File: config.mk
export PLATFORM = sky130hd
export DESIGN_NAME = rom_mult_seq_ctrl_flat
export DESIGN_NICKNAME = d
export VERILOG_FILES = /design/src/rtl/rom_mult_seq_ctrl_if.sv /design/src/rtl/rom_mult_seq_ctrl.sv /design/src/flat_wrapper.sv
export SDC_FILE = /design/constraint.sdc
export NUM_CORES = 1
export LEC_CHECK = 0
export CORE_MARGIN = 8
export CORE_UTILIZATION = 61
export CTS_CLUSTER_SIZE = 10
export DETAILED_ROUTE_END_ITERATION = 16
export PLACE_DENSITY = 0.83
export SYNTH_ARGS = -nofsm -noshare
export SYNTH_HDL_FRONTEND = slang
export SYNTH_SLANG_ARGS = --single-unit
export TNS_END_PERCENT = 50
File: constraint.sdc
create_clock -name clk -period 8.61 [get_ports clk]
set_input_delay 1.722 -clock clk [delete_from_list [all_inputs] [get_ports clk]]
set_output_delay 1.722 -clock clk [all_outputs]
set_load 0.05 [all_outputs]
File: src/rtl/rom_mult_seq_ctrl_if.sv
// Operand/result handshake bundle for the sequential ROM-based multiplier.
interface rom_mult_seq_ctrl_if #(
    parameter int unsigned N = 8
);
    localparam int unsigned W = 2 * N;

    logic         in_valid;
    logic         in_ready;
    logic [N-1:0] a;
    logic [N-1:0] b;
    logic         out_valid;
    logic         out_ready;
    logic [W-1:0] prod;

    // Operand source / result consumer side
    modport master (
        output in_valid, a, b, out_ready,
        input  in_ready, out_valid, prod
    );

    // Multiplier controller side
    modport slave (
        input  in_valid, a, b, out_ready,
        output in_ready, out_valid, prod
    );
endinterface

File: src/rtl/rom_mult_seq_ctrl.sv
// N x N unsigned multiplier built from one 2x2 lookup ROM, one digit pair per cycle.
module rom_mult_seq_ctrl #(
    parameter int unsigned N = 8
) (
    input  logic                clk,
    input  logic                rst_n,
    rom_mult_seq_ctrl_if.slave  bus,
    output logic                busy
);
    localparam int unsigned K  = N / 2;
    localparam int unsigned W  = 2 * N;
    localparam int unsigned IW = (K > 1) ? $clog2(K) : 1;

    typedef enum logic [1:0] {
        IDLE = 2'b00,
        RUN  = 2'b01,
        DONE = 2'b10
    } state_t;

    state_t          state;
    state_t          state_next;
    logic [N-1:0]    a_q;
    logic [N-1:0]    b_q;
    logic [W-1:0]    acc;
    logic [IW-1:0]   i;
    logic [IW-1:0]   j;
    logic [1:0]      a_dig;
    logic [1:0]      b_dig;
    logic [3:0]      rom_prod;
    logic [IW+1:0]   shamt;
    logic [W-1:0]    acc_sum;
    logic            last;
    logic            zero_op;
    logic            in_ready_next;
    logic            out_valid_next;
    logic            busy_next;

    // Digit selection, partial product alignment and termination conditions
    always_comb begin
        a_dig   = 2'(a_q >> {i, 1'b0});
        b_dig   = 2'(b_q >> {j, 1'b0});
        shamt   = {(IW + 1)'(i) + (IW + 1)'(j), 1'b0};
        acc_sum = acc + (W'(rom_prod) << shamt);
        last    = (i == IW'(K - 1)) && (j == IW'(K - 1));
        zero_op = (a_q == '0) || (b_q == '0);
    end

    // 2x2 multiplier lookup table, indexed by {a_dig, b_dig}
    always_comb begin
        rom_prod = 4'd0;
        case ({a_dig, b_dig})
            4'h5:    rom_prod = 4'd1;
            4'h6:    rom_prod = 4'd2;
            4'h7:    rom_prod = 4'd3;
            4'h9:    rom_prod = 4'd2;
            4'hA:    rom_prod = 4'd4;
            4'hB:    rom_prod = 4'd6;
            4'hD:    rom_prod = 4'd3;
            4'hE:    rom_prod = 4'd6;
            4'hF:    rom_prod = 4'd9;
            default: rom_prod = 4'd0;
        endcase
    end

    // State register
    always_ff @(posedge clk or negedge rst_n) begin
        if (!rst_n) begin
            state <= IDLE;
        end else begin
            state <= state_next;
        end
    end

    // Next-state logic; a zero operand is detected on the registered copy and skips the digit loop
    always_comb begin
        state_next = state;
        case (state)
            IDLE:    if (bus.in_valid) state_next = RUN;
            RUN:     if (zero_op || last) state_next = DONE;
            DONE:    if (bus.out_ready) state_next = IDLE;
            default: state_next = IDLE;
        endcase
    end

    // Output decode from the upcoming state so the handshake flags are registered
    always_comb begin
        in_ready_next  = 1'b0;
        out_valid_next = 1'b0;
        busy_next      = 1'b0;
        in_ready_next  = (state_next == IDLE);
        out_valid_next = (state_next == DONE);
        busy_next      = (state_next != IDLE);
    end

    // Registered handshake flags
    always_ff @(posedge clk or negedge rst_n) begin
        if (!rst_n) begin
            bus.in_ready  <= 1'b1;
            bus.out_valid <= 1'b0;
            busy          <= 1'b0;
        end else begin
            bus.in_ready  <= in_ready_next;
            bus.out_valid <= out_valid_next;
            busy          <= busy_next;
        end
    end

    // Operand capture, digit walk, shift-accumulate and result register
    always_ff @(posedge clk or negedge rst_n) begin
        if (!rst_n) begin
            a_q      <= '0;
            b_q      <= '0;
            acc      <= '0;
            i        <= '0;
            j        <= '0;
            bus.prod <= '0;
        end else begin
            case (state)
                IDLE: begin
                    if (bus.in_valid) begin
                        a_q <= bus.a;
                        b_q <= bus.b;
                        acc <= '0;
                        i   <= '0;
                        j   <= '0;
                    end
                end
                RUN: begin
                    if (zero_op) begin
                        bus.prod <= '0;
                    end else begin
                        acc <= acc_sum;
                        if (j == IW'(K - 1)) begin
                            j <= '0;
                            i <= i + IW'(1);
                        end else begin
                            j <= j + IW'(1);
                        end
                        if (last) begin
                            bus.prod <= acc_sum;
                        end
                    end
                end
                default: ;
            endcase
        end
    end
endmodule

File: src/flat_wrapper.sv
// flat-port wrapper written by rule: the top's interface ports become plain ports
module rom_mult_seq_ctrl_flat 
#(
    parameter int unsigned N = 8
)
  (clk, rst_n, busy, bus_in_valid, bus_a, bus_b, bus_out_ready, bus_in_ready, bus_out_valid, bus_prod);
  rom_mult_seq_ctrl_if #(.N(N)) bus_i ();
  input  logic clk;
  input  logic rst_n;
  output logic busy;
  input wire logic [$bits(bus_i.in_valid)-1:0] bus_in_valid;
  input wire logic [$bits(bus_i.a)-1:0] bus_a;
  input wire logic [$bits(bus_i.b)-1:0] bus_b;
  input wire logic [$bits(bus_i.out_ready)-1:0] bus_out_ready;
  output wire logic [$bits(bus_i.in_ready)-1:0] bus_in_ready;
  output wire logic [$bits(bus_i.out_valid)-1:0] bus_out_valid;
  output wire logic [$bits(bus_i.prod)-1:0] bus_prod;
  assign bus_i.in_valid = bus_in_valid;
  assign bus_i.a = bus_a;
  assign bus_i.b = bus_b;
  assign bus_i.out_ready = bus_out_ready;
  assign bus_in_ready = bus_i.in_ready;
  assign bus_out_valid = bus_i.out_valid;
  assign bus_prod = bus_i.prod;
  rom_mult_seq_ctrl #(.N(N)) u_core (.clk(clk), .rst_n(rst_n), .bus(bus_i), .busy(busy));
endmodule
After elaboration in Yosys (flattened, before gate mapping) --
Memory sizes are Yosys's and may differ from the RTL's. Cells that the tools add are included.
Word-level totals: ROM bits 64, output and inout port bits 19, memories 1, register bits 57
Memories:
- (no name shown) | depth 16, width 4, rd ports 1, clocked after memory_dff 0, write ports 0, RTL line rom_mult_seq_ctrl.sv:51 | case ({a_dig, b_dig})
Cells by class: reductions and logical operators 14, equality and inequality tests 8, $add $sub $neg 4, shift-type cells 3, muxes and demuxes 16
Operators with widths (number):
- 16-bit 2-to-1 mux | 4
- 16-bit one-hot mux with 2 select lines | 1
- 16-bit adder | 1
- 8-bit zero test | 2
- 2-bit 2-to-1 mux | 8
- 4-bit by 4-bit << shifter with 16-bit output | 1
- 8-bit by 3-bit right shift with 2-bit output | 2
- 2-bit == test, second input constant | 4
- 2-bit one-hot mux with 2 select lines | 2
- 2-bit one-hot mux with 3 select lines | 1
- 2-bit nonzero test | 3
- 2-bit by 1-bit adder with 2-bit output, second input constant | 2
- 2-bit zero test | 2
- 2-bit inequality test, second input constant | 2
- 2-bit AND reduction | 2
- 4-bit AND reduction | 1
- 2-bit by 2-bit adder with 3-bit output | 1
- 3-bit AND reduction | 1
- 2-bit by 1-bit == test with 1-bit output, second input constant | 1
- 1-bit logical OR | 2
- 2-bit by 1-bit inequality test with 1-bit output, second input constant | 1
- 1-bit logical AND | 1

Depth between registers and ports, before layout --
Gate-level depths: netlist of the first run.
word-level depth 6, gate-level depth with buffers 17, depth with buffers taken out 17

Worst setup path before layout of the first run --
No wires, ideal clock.
path kind register to register, start register u_core.j[0], end register u_core.bus.prod[14], stages on the path, launching flop included 14, arrival time 3905 ps, path slack 4635 ps, required time 8540 ps, buffers on the path 0, cell sequence dfrtp_1 mux4_2 ha_1 inv_1 mux2_4 a311oi_2 nor2_1 ha_1 a21o_1 a21o_1 a21o_1 or3b_1 or4_1 nand3_1
Between the ends: longest elaborated chain between the ends 6
RTL lines:
- start, declared | RTL line rom_mult_seq_ctrl.sv:26 | logic [IW-1:0] j;
- start signal, assigned | RTL line rom_mult_seq_ctrl.sv:137 | j <= j + IW'(1);
- 8-bit by 3-bit right shift with 2-bit output | RTL line rom_mult_seq_ctrl.sv:41 | b_dig = 2'(b_q >> {j, 1'b0});
- memory 16 x 4 bit
- 4-bit by 4-bit << shifter with 16-bit output | RTL line rom_mult_seq_ctrl.sv:43 | acc_sum = acc + (W'(rom_prod) << shamt);
- 16-bit adder | RTL line rom_mult_seq_ctrl.sv:43
- 16-bit 2-to-1 mux | RTL line rom_mult_seq_ctrl.sv:139 | if (last) begin
- 16-bit 2-to-1 mux | RTL line rom_mult_seq_ctrl.sv:129 | if (zero_op) begin
- end signal, assigned | RTL line rom_mult_seq_ctrl.sv:140 | bus.prod <= acc_sum;
- end, declared | RTL line rom_mult_seq_ctrl_if.sv:24 | output in_ready, out_valid, prod
Parallel ways exist; a longest one is shown, timed or not. The select of a mux whose other input is x is not followed. A chain may end at the register's enable or synchronous reset.

Worst setup path after layout of the first run --
Same ends and word-level chain as after synthesis.

==> metrics.md, run 1 <==
| Metric | Value |
|---|---|
| Status | `finished, final reports clean` |
| Number of global-route vias before repair | `2,951` |
| WL per Instance | `16.1 um` |
| Critical Path Source Type | `flip-flop` |
| Net count, final | `460` |
| Post-synth cell types | `51` |
| Worst slew margin | `39.5%` |
| R2r worst-path depth | `13` |
| Synth Area per Inst | `8.88 um2` |
| EDFF count, synth | `0` |
| Initial antenna violation count | `0` |
| Dpl hpwl | `5690 um` |
| # diodes | `0` |
| DRC viols | `0` |
| Grt ovf | `0` |
| Clock insertion delay at the later pin of the skew report | `0.35 ns` |
| Fraction of registers with async set/reset | `100%` |
| Critical path arrival | `4.53 ns` |
| Core Rows | `27` |
| Via count | `2,894` |
| Post-Route Skew | `0.00625 ns` |
| Worst vdd ir | `0.247 mV` |
| Synthesized cell area | `3370 um2` |
| Post-DRT Antenna Nets | `0` |
| Crit end category | `flip-flop` |
| Yosys warns | `0` |
| # fillers | `411` |
| Post-synth top area share | `41.5%` |
| Syn Inst Count | `380` |
| Min-Delay Path Class | `reg2reg` |
| Layout area overhead | `18.5%` |
| Register area share after synthesis | `42.3%` |
| Pins over their slew limit | `0` |
| Initial DRC Count | `176` |
| Leading area contributor after synthesis | `dfrtp_1` |
| Total power | `1320 uW` |
| Post-synthesis sequential element count | `57` |
| Drt via density | `5.85` |
| Die height | `90.4 um` |
| Final WL | `7950 um` |
| Top cells by count, synth | `nand2_1, dfrtp_1, o21ai_0, ha_1, nor2_1` |
| Power Density | `330 nW/um2` |
| Die width | `90.4 um` |
| Io pins | `39` |
| Fmax | `236 MHz` |
| Endpoints failing hold | `0` |
| Root Buffer | `clkbuf_8` |
| Required time worst endpoint | `8.89 ns` |
| Share of layout cells above drive strength 1 | `7.33%` |
| Period utilisation layout | `49.3%` |
| Top-count cell post-synth | `nand2_1` |
| Synth area leaders | `dfrtp_1, nand2_1, ha_1` |
| Setup TNS | `0 ns` |
| # H-tree levels | `3` |
| DRT Pass-1 Iters | `4` |
| Number of gates resized after CTS | `0` |
| Top_reg_cell synth | `dfrtp_1` |
| Layout Cells excl Fill | `495` |
| Dpl cells | `479` |
| Clk slew on worst S/H paths | `0.07 ns` |
| Number of max-cap violations | `0` |
| First-pass GRT wire length | `13,700 um` |
| Die area | `8170 um2` |
| Port Buf Inserts | `38` |
| Worst Path Max Fanout | `6` |
| Hold depth | `2` |
| Core Box Area | `5440 um2` |
| Largest net degree at the start of global routing | `58` |
| Post-synth net total | `422` |
| Clock sinks | `57` |
| Final Setup Violations | `0` |
| GRT Total Usage | `20.5%` |
| Number of CTS-inserted buffers | `9` |
| CTS Hold Bufs | `0` |
| Minimum clock period | `4.24 ns` |
| Hold Slack | `0.476 ns` |
| Initial Util | `62.0%` |
| Longest Clk Path Bufs | `2` |
| Post-CTS Setup Bufs | `0` |
| CTS tree | `done` |
| RSZ-0062 raised after global routing | `false` |
| Crit Path Class | `reg2reg` |
| Slew @ Worst Pin | `0.906 ns` |
| Leakage | `0.00187 uW` |
| Final estimated routing congestion in global placement | `0.924` |
-- stage by stage --
step	setup WS, ns	area [um2]	util (%)
global route	4.05	4000	73.5
detailed placement	4.41	3800	69.9
CTS	4.39	4000	73.5
global placement	4.50	3800	69.9
finish	4.37	4000	73.5
floorplan	4.63	3370	-
-- routing by layer --
metal | wire length, um | track usage, % | up-vias
met1 | 3420 | 24.1 | 1394
li1 | - | - | 1413
met4 | 128 | 9.57 | 0
met3 | 349 | 4.07 | 13
met5 | 0 | 0 | -
met2 | 4060 | 35.2 | 74
-- cell families after synthesis --
kind of cell	after synthesis	share of synthesized area (%)
and+or+nand+nor	171	23.2
AOI/OAI and AO/OA	86	16.2
DFF	57	42.3
buffers and inverters	28	3.34
adders and majority gates	22	8.60
xor gates and xnor gates	9	2.56
muxes	7	3.82
-- worst max-delay path: stages, from the launching register on --
cell      delay (ns)
dfrtp_1         0.48
mux4_2          0.60
ha_1            0.33
inv_1           0.05
mux2_4          0.25
a311oi_2        0.40
nor2_1          0.10
ha_1            0.37
a21o_1          0.21
a21o_1          0.17
a21o_1          0.20
or3b_1          0.42
or4_1           0.52
nand3_1         0.09
-- placed cells by master (no fill, tap or decap), types with 5 or more instances in the layout --
master            n
clkdlybuf4s50_1  37
nand3_1          14
nand2_1          89
inv_1            14
dfrtp_1          56
a21oi_1          10
nand2b_1          6
and3_1            5
nor3_1            9
nor2b_1           5
nor2_1           20
ha_1             20
o21ai_0          31
o21ai_1           5
a21o_1            6
o31ai_1           5
clkbuf_8         10
-- sequential cells by signal, indices dropped and copies added (netlist names) --
name / count
u_core.j: 2
u_core.bus.out_valid: 1
u_core.busy: 1
u_core.i: 2
u_core.bus.in_ready: 1
u_core.acc: 16
u_core.b_q: 8
u_core.state: 2
u_core.a_q: 8
u_core.bus.prod: 16
-- final timing paths --
kind                                              endpoint  slack [ns]                           start
hold reg to reg             u_core.bus.prod[6]$_DFFE_PN0P_        0.48  u_core.bus.prod[6]$_DFFE_PN0P_
hold / removal              u_core.bus.prod[6]$_DFFE_PN0P_        0.48  u_core.bus.prod[6]$_DFFE_PN0P_
setup / recovery           u_core.bus.prod[14]$_DFFE_PN0P_        4.37         u_core.j[0]$_DFFE_PN0P_
setup reg to reg           u_core.bus.prod[14]$_DFFE_PN0P_        4.37         u_core.j[0]$_DFFE_PN0P_
min in group asynchronous   u_core.bus.prod[7]$_DFFE_PN0P_        1.51                           rst_n
max in group asynchronous       u_core.acc[13]$_DFFE_PN0P_        6.62                           rst_n
-- where the power goes --
part	total (uW)	switching [uW]	internal (uW)
logic	655	408	247
registers	413	64.0	349
clock network	250	110	140
-- final cells by class --
| type | instances | area [um2] | area share, % |
|---|---|---|---|
| multi-input combinational | 295 | 1830 | 45.9 |
| inverter | 14 | 52.6 | 1.31 |
| timing repair buffer | 41 | 398 | 9.95 |
| clock buffer | 11 | 141 | 3.54 |
| tap | 72 | 90.1 | 2.25 |
| clock inverter | 5 | 55.1 | 1.38 |
| sequential | 57 | 1430 | 35.7 |
Note: power is estimated with default switching activity, not from simulation.
==> run 2, diff against run 1 <==
--- a/config.mk
+++ b/config.mk
@@ -6,10 +6,10 @@
 export NUM_CORES = 1
 export LEC_CHECK = 0
 export CORE_MARGIN = 8
-export CORE_UTILIZATION = 61
+export CORE_UTILIZATION = 56
 export CTS_CLUSTER_SIZE = 10
 export DETAILED_ROUTE_END_ITERATION = 16
-export PLACE_DENSITY = 0.83
+export PLACE_DENSITY = 0.77
 export SYNTH_ARGS = -nofsm -noshare
 export SYNTH_HDL_FRONTEND = slang
 export SYNTH_SLANG_ARGS = --single-unit
==> constraint.sdc (replaced) <==
create_clock -name clk -period 4.27 [get_ports clk]
set_input_delay 0.854 -clock clk [delete_from_list [all_inputs] [get_ports clk]]
set_output_delay 0.854 -clock clk [all_outputs]
set_load 0.05 [all_outputs]
==> metrics.md, run 2 (synthesis gave the netlist of run 1 again) <==
| Metric | Value |
|---|---|
| Critical path arrival | `4.32 ns (was 4.53 ns)` |
| Internal power | `1530 uW (was 737 uW)` |
| Root Buffer | `clkbuf_8 (unchanged)` |
| Net count, final | `462 (was 460)` |
| Worst vdd ir | `0.400 mV (was 0.247 mV)` |
| Die area | `8770 um2 (was 8170 um2)` |
| DRT Pass-1 Iters | `4 (unchanged)` |
| Final estimated routing congestion in global placement | `0.934 (was 0.924)` |
| Minimum clock period | `4.06 ns (was 4.24 ns)` |
| Most frequent cell on the critical path | `a21o_1 (unchanged)` |
| Clock power share | `18.8% (was 19.0%)` |
| Post-DRT Antenna Nets | `0 (unchanged)` |
| CP Buf/Inv Count | `1 (unchanged)` |
| Final WL | `8030 um (was 7950 um)` |
| Largest registers | `u_core.acc: 16 flops, u_core.bus.prod: 16 flops (unchanged)` |
| Layout area overhead | `20.0% (was 18.5%)` |
| Slew @ Worst Pin | `1.01 ns (was 0.906 ns)` |
| Clock insertion delay at the later pin of the skew report | `0.33 ns (was 0.35 ns)` |
| Most common cell after layout, fill and taps aside | `nand2_1 (unchanged)` |
| Min-Delay Path Class | `reg2reg (unchanged)` |
| Die width | `93.6 um (was 90.4 um)` |
| RSZ-0062 raised after global routing | `false (unchanged)` |
| Switching share of power | `43.7% (was 44.1%)` |
| Number of gates resized after CTS | `0 (unchanged)` |
| Worst Path Max Fanout | `6 (unchanged)` |
| Setup WS pre-CTS | `0.164 ns (was 4.41 ns)` |
| Initial Util | `57.3% (was 62.0%)` |
| # diodes | `0 (unchanged)` |
| Slowest CP cell | `mux4_2 (unchanged)` |
| Post-Route Skew | `0.00645 ns (was 0.00625 ns)` |
| Period utilisation layout | `95.0% (was 49.3%)` |
| NetSw | `1190 uW (was 582 uW)` |
| Share of layout cells above drive strength 1 | `8.94% (was 7.33%)` |
| Via count | `2,900 (was 2,894)` |
| Dpl hpwl | `5800 um (was 5690 um)` |
| Die height | `93.6 um (was 90.4 um)` |
| First-pass GRT wire length | `13,800 um (was 13,700 um)` |
| Core Box Area | `5890 um2 (was 5440 um2)` |
| Post-CTS Setup Bufs | `0 (unchanged)` |
| CTS tree | `done (unchanged)` |
| Io pins | `39 (unchanged)` |
| Crit Path Class | `reg2reg (unchanged)` |
| Number of max-cap violations | `0 (unchanged)` |
| Largest net degree at the start of global routing | `58 (unchanged)` |
| Final Setup Violations | `0 (unchanged)` |
| CTS Hold Bufs | `0 (unchanged)` |
| CP delay by family, top | `simple AND/OR/NAND/NOR gates (unchanged)` |
| Max stage delay on crit path | `0.57 ns (was 0.60 ns)` |
| Clock sinks | `57 (unchanged)` |
| Required time worst endpoint | `4.53 ns (was 8.89 ns)` |
| Drt via density | `5.80 (was 5.85)` |
| # fillers | `442 (was 411)` |
| Status | `finished, final reports clean (unchanged)` |
| Longest Clk Path Bufs | `2 (unchanged)` |
| Pins over their slew limit | `0 (unchanged)` |
| Worst slew margin | `32.8% (was 39.5%)` |
| Core Rows | `28 (was 27)` |
| Endpoints failing hold | `0 (unchanged)` |
| Worst Setup Slack, final | `0.215 ns (was 4.37 ns)` |
| Initial DRC Count | `187 (was 176)` |
| GRT Total Usage | `19.6% (was 20.5%)` |
| WL per Instance | `16.1 um (about the same)` |
| Power Density | `670 nW/um2 (was 330 nW/um2)` |
| Most frequent cells in the layout | `nand2_1, dfrtp_1, clkdlybuf4s50_1 (unchanged)` |
| Crit end category | `flip-flop (unchanged)` |
| Port Buf Inserts | `38 (unchanged)` |
| Sequential power share | `30.5% (was 31.3%)` |
| Initial antenna violation count | `0 (unchanged)` |
| Clk slew on worst S/H paths | `0.06 ns (was 0.07 ns)` |
| Critical Path Source Type | `flip-flop (unchanged)` |
| Number of global-route vias before repair | `2,936 (was 2,951)` |
| Leakage | `0.00189 uW (was 0.00187 uW)` |
| Number of CTS-inserted buffers | `9 (unchanged)` |
| CP cell instances | `mux4_2 -> ha_1 -> inv_1 -> mux2_4 -> a311oi_2 -> nor2_1 -> ha_1 -> a21o_1 -> a21o_1 -> a21o_1 -> or3b_1 -> or4_1 -> nand3_1 (unchanged)` |
| DRC viols | `0 (unchanged)` |
| Setup TNS | `0 ns (unchanged)` |
| Fmax | `247 MHz (was 236 MHz)` |
| Grt ovf | `0 (unchanged)` |
| Combinational share of power | `50.7% (was 49.7%)` |
| # H-tree levels | `3 (unchanged)` |
[run 2: cell count changes in the layout (fill, tap and decap cells not counted), sizes merged]
cell	change
buf	+2
clkbuf	+2
clkinvlp	-2
[run 2: per-stage QoR]
| step | util (%) | instance area [um2] | std cells | power (uW) | hold slack [ns] |
|---|---|---|---|---|---|
| after floorplan | - | 3370 | 380 | 1830 | 0.455 |
| after global placement | 64.9 | 3820 | 484 | 2140 | 0.463 |
| after detailed placement | 64.9 | 3820 | 484 | 2190 | 0.469 |
| final | 68.8 | 4050 | 500 | 2710 | 0.479 |
| after global routing | 68.8 | 4050 | 500 | 2930 | 0.495 |
| after CTS | 68.3 | 4020 | 500 | 2700 | 0.484 |
[run 2: final cells by class]
type,instances,area (um2),area share (%)
multi-input cells,295,1860,46.0
well taps,75,93.8,2.32
inverters,14,52.6,1.30
clock inverters,3,40.0,0.989
clock buffers,13,159,3.92
flip-flops and latches,57,1430,35.3
repair buffers,43,413,10.2
[run 2: final timing paths]
| check | start | to | slack (ns) | cells past startpoint |
|---|---|---|---|---|
| worst max-delay path | u_core.j[0]$_DFFE_PN0P_ | u_core.bus.prod[14]$_DFFE_PN0P_ | 0.21 | 13 |
| worst min-delay path | u_core.bus.prod[1]$_DFFE_PN0P_ | u_core.bus.prod[1]$_DFFE_PN0P_ | 0.48 | 2 |
| worst max register to register | u_core.j[0]$_DFFE_PN0P_ | u_core.bus.prod[14]$_DFFE_PN0P_ | 0.21 | 13 |
| worst min register to register | u_core.bus.prod[1]$_DFFE_PN0P_ | u_core.bus.prod[1]$_DFFE_PN0P_ | 0.48 | 2 |
| max in group asynchronous | rst_n | u_core.j[0]$_DFFE_PN0P_ | 3.07 | 2 |
| min in group asynchronous | rst_n | u_core.acc[4]$_DFFE_PN0P_ | 0.64 | 2 |
[run 2: per-layer routing]
metal | up-vias | global-route usage, % | wire [um]
li1 | 1424 | - | -
met1 | 1370 | 23.2 | 3400
met4 | 0 | 8.72 | 109
met3 | 14 | 3.77 | 523
met2 | 92 | 33.8 | 4000
met5 | - | 0 | 0
[run 2: tightest hold or removal path, cell delays in order (launching register included)]
cell	delay, ns
dfrtp_1	0.34
nand2_1	0.04
o21ai_0	0.06
[run 2: power groups by stage]
stage,combinational (uW),sequential [uW],clock [uW]
floorplan,975,860,0
global placement,1310,830,0
detailed placement,1350,839,0
CTS,1360,829,516
global route,1550,848,537
finish,1380,829,509
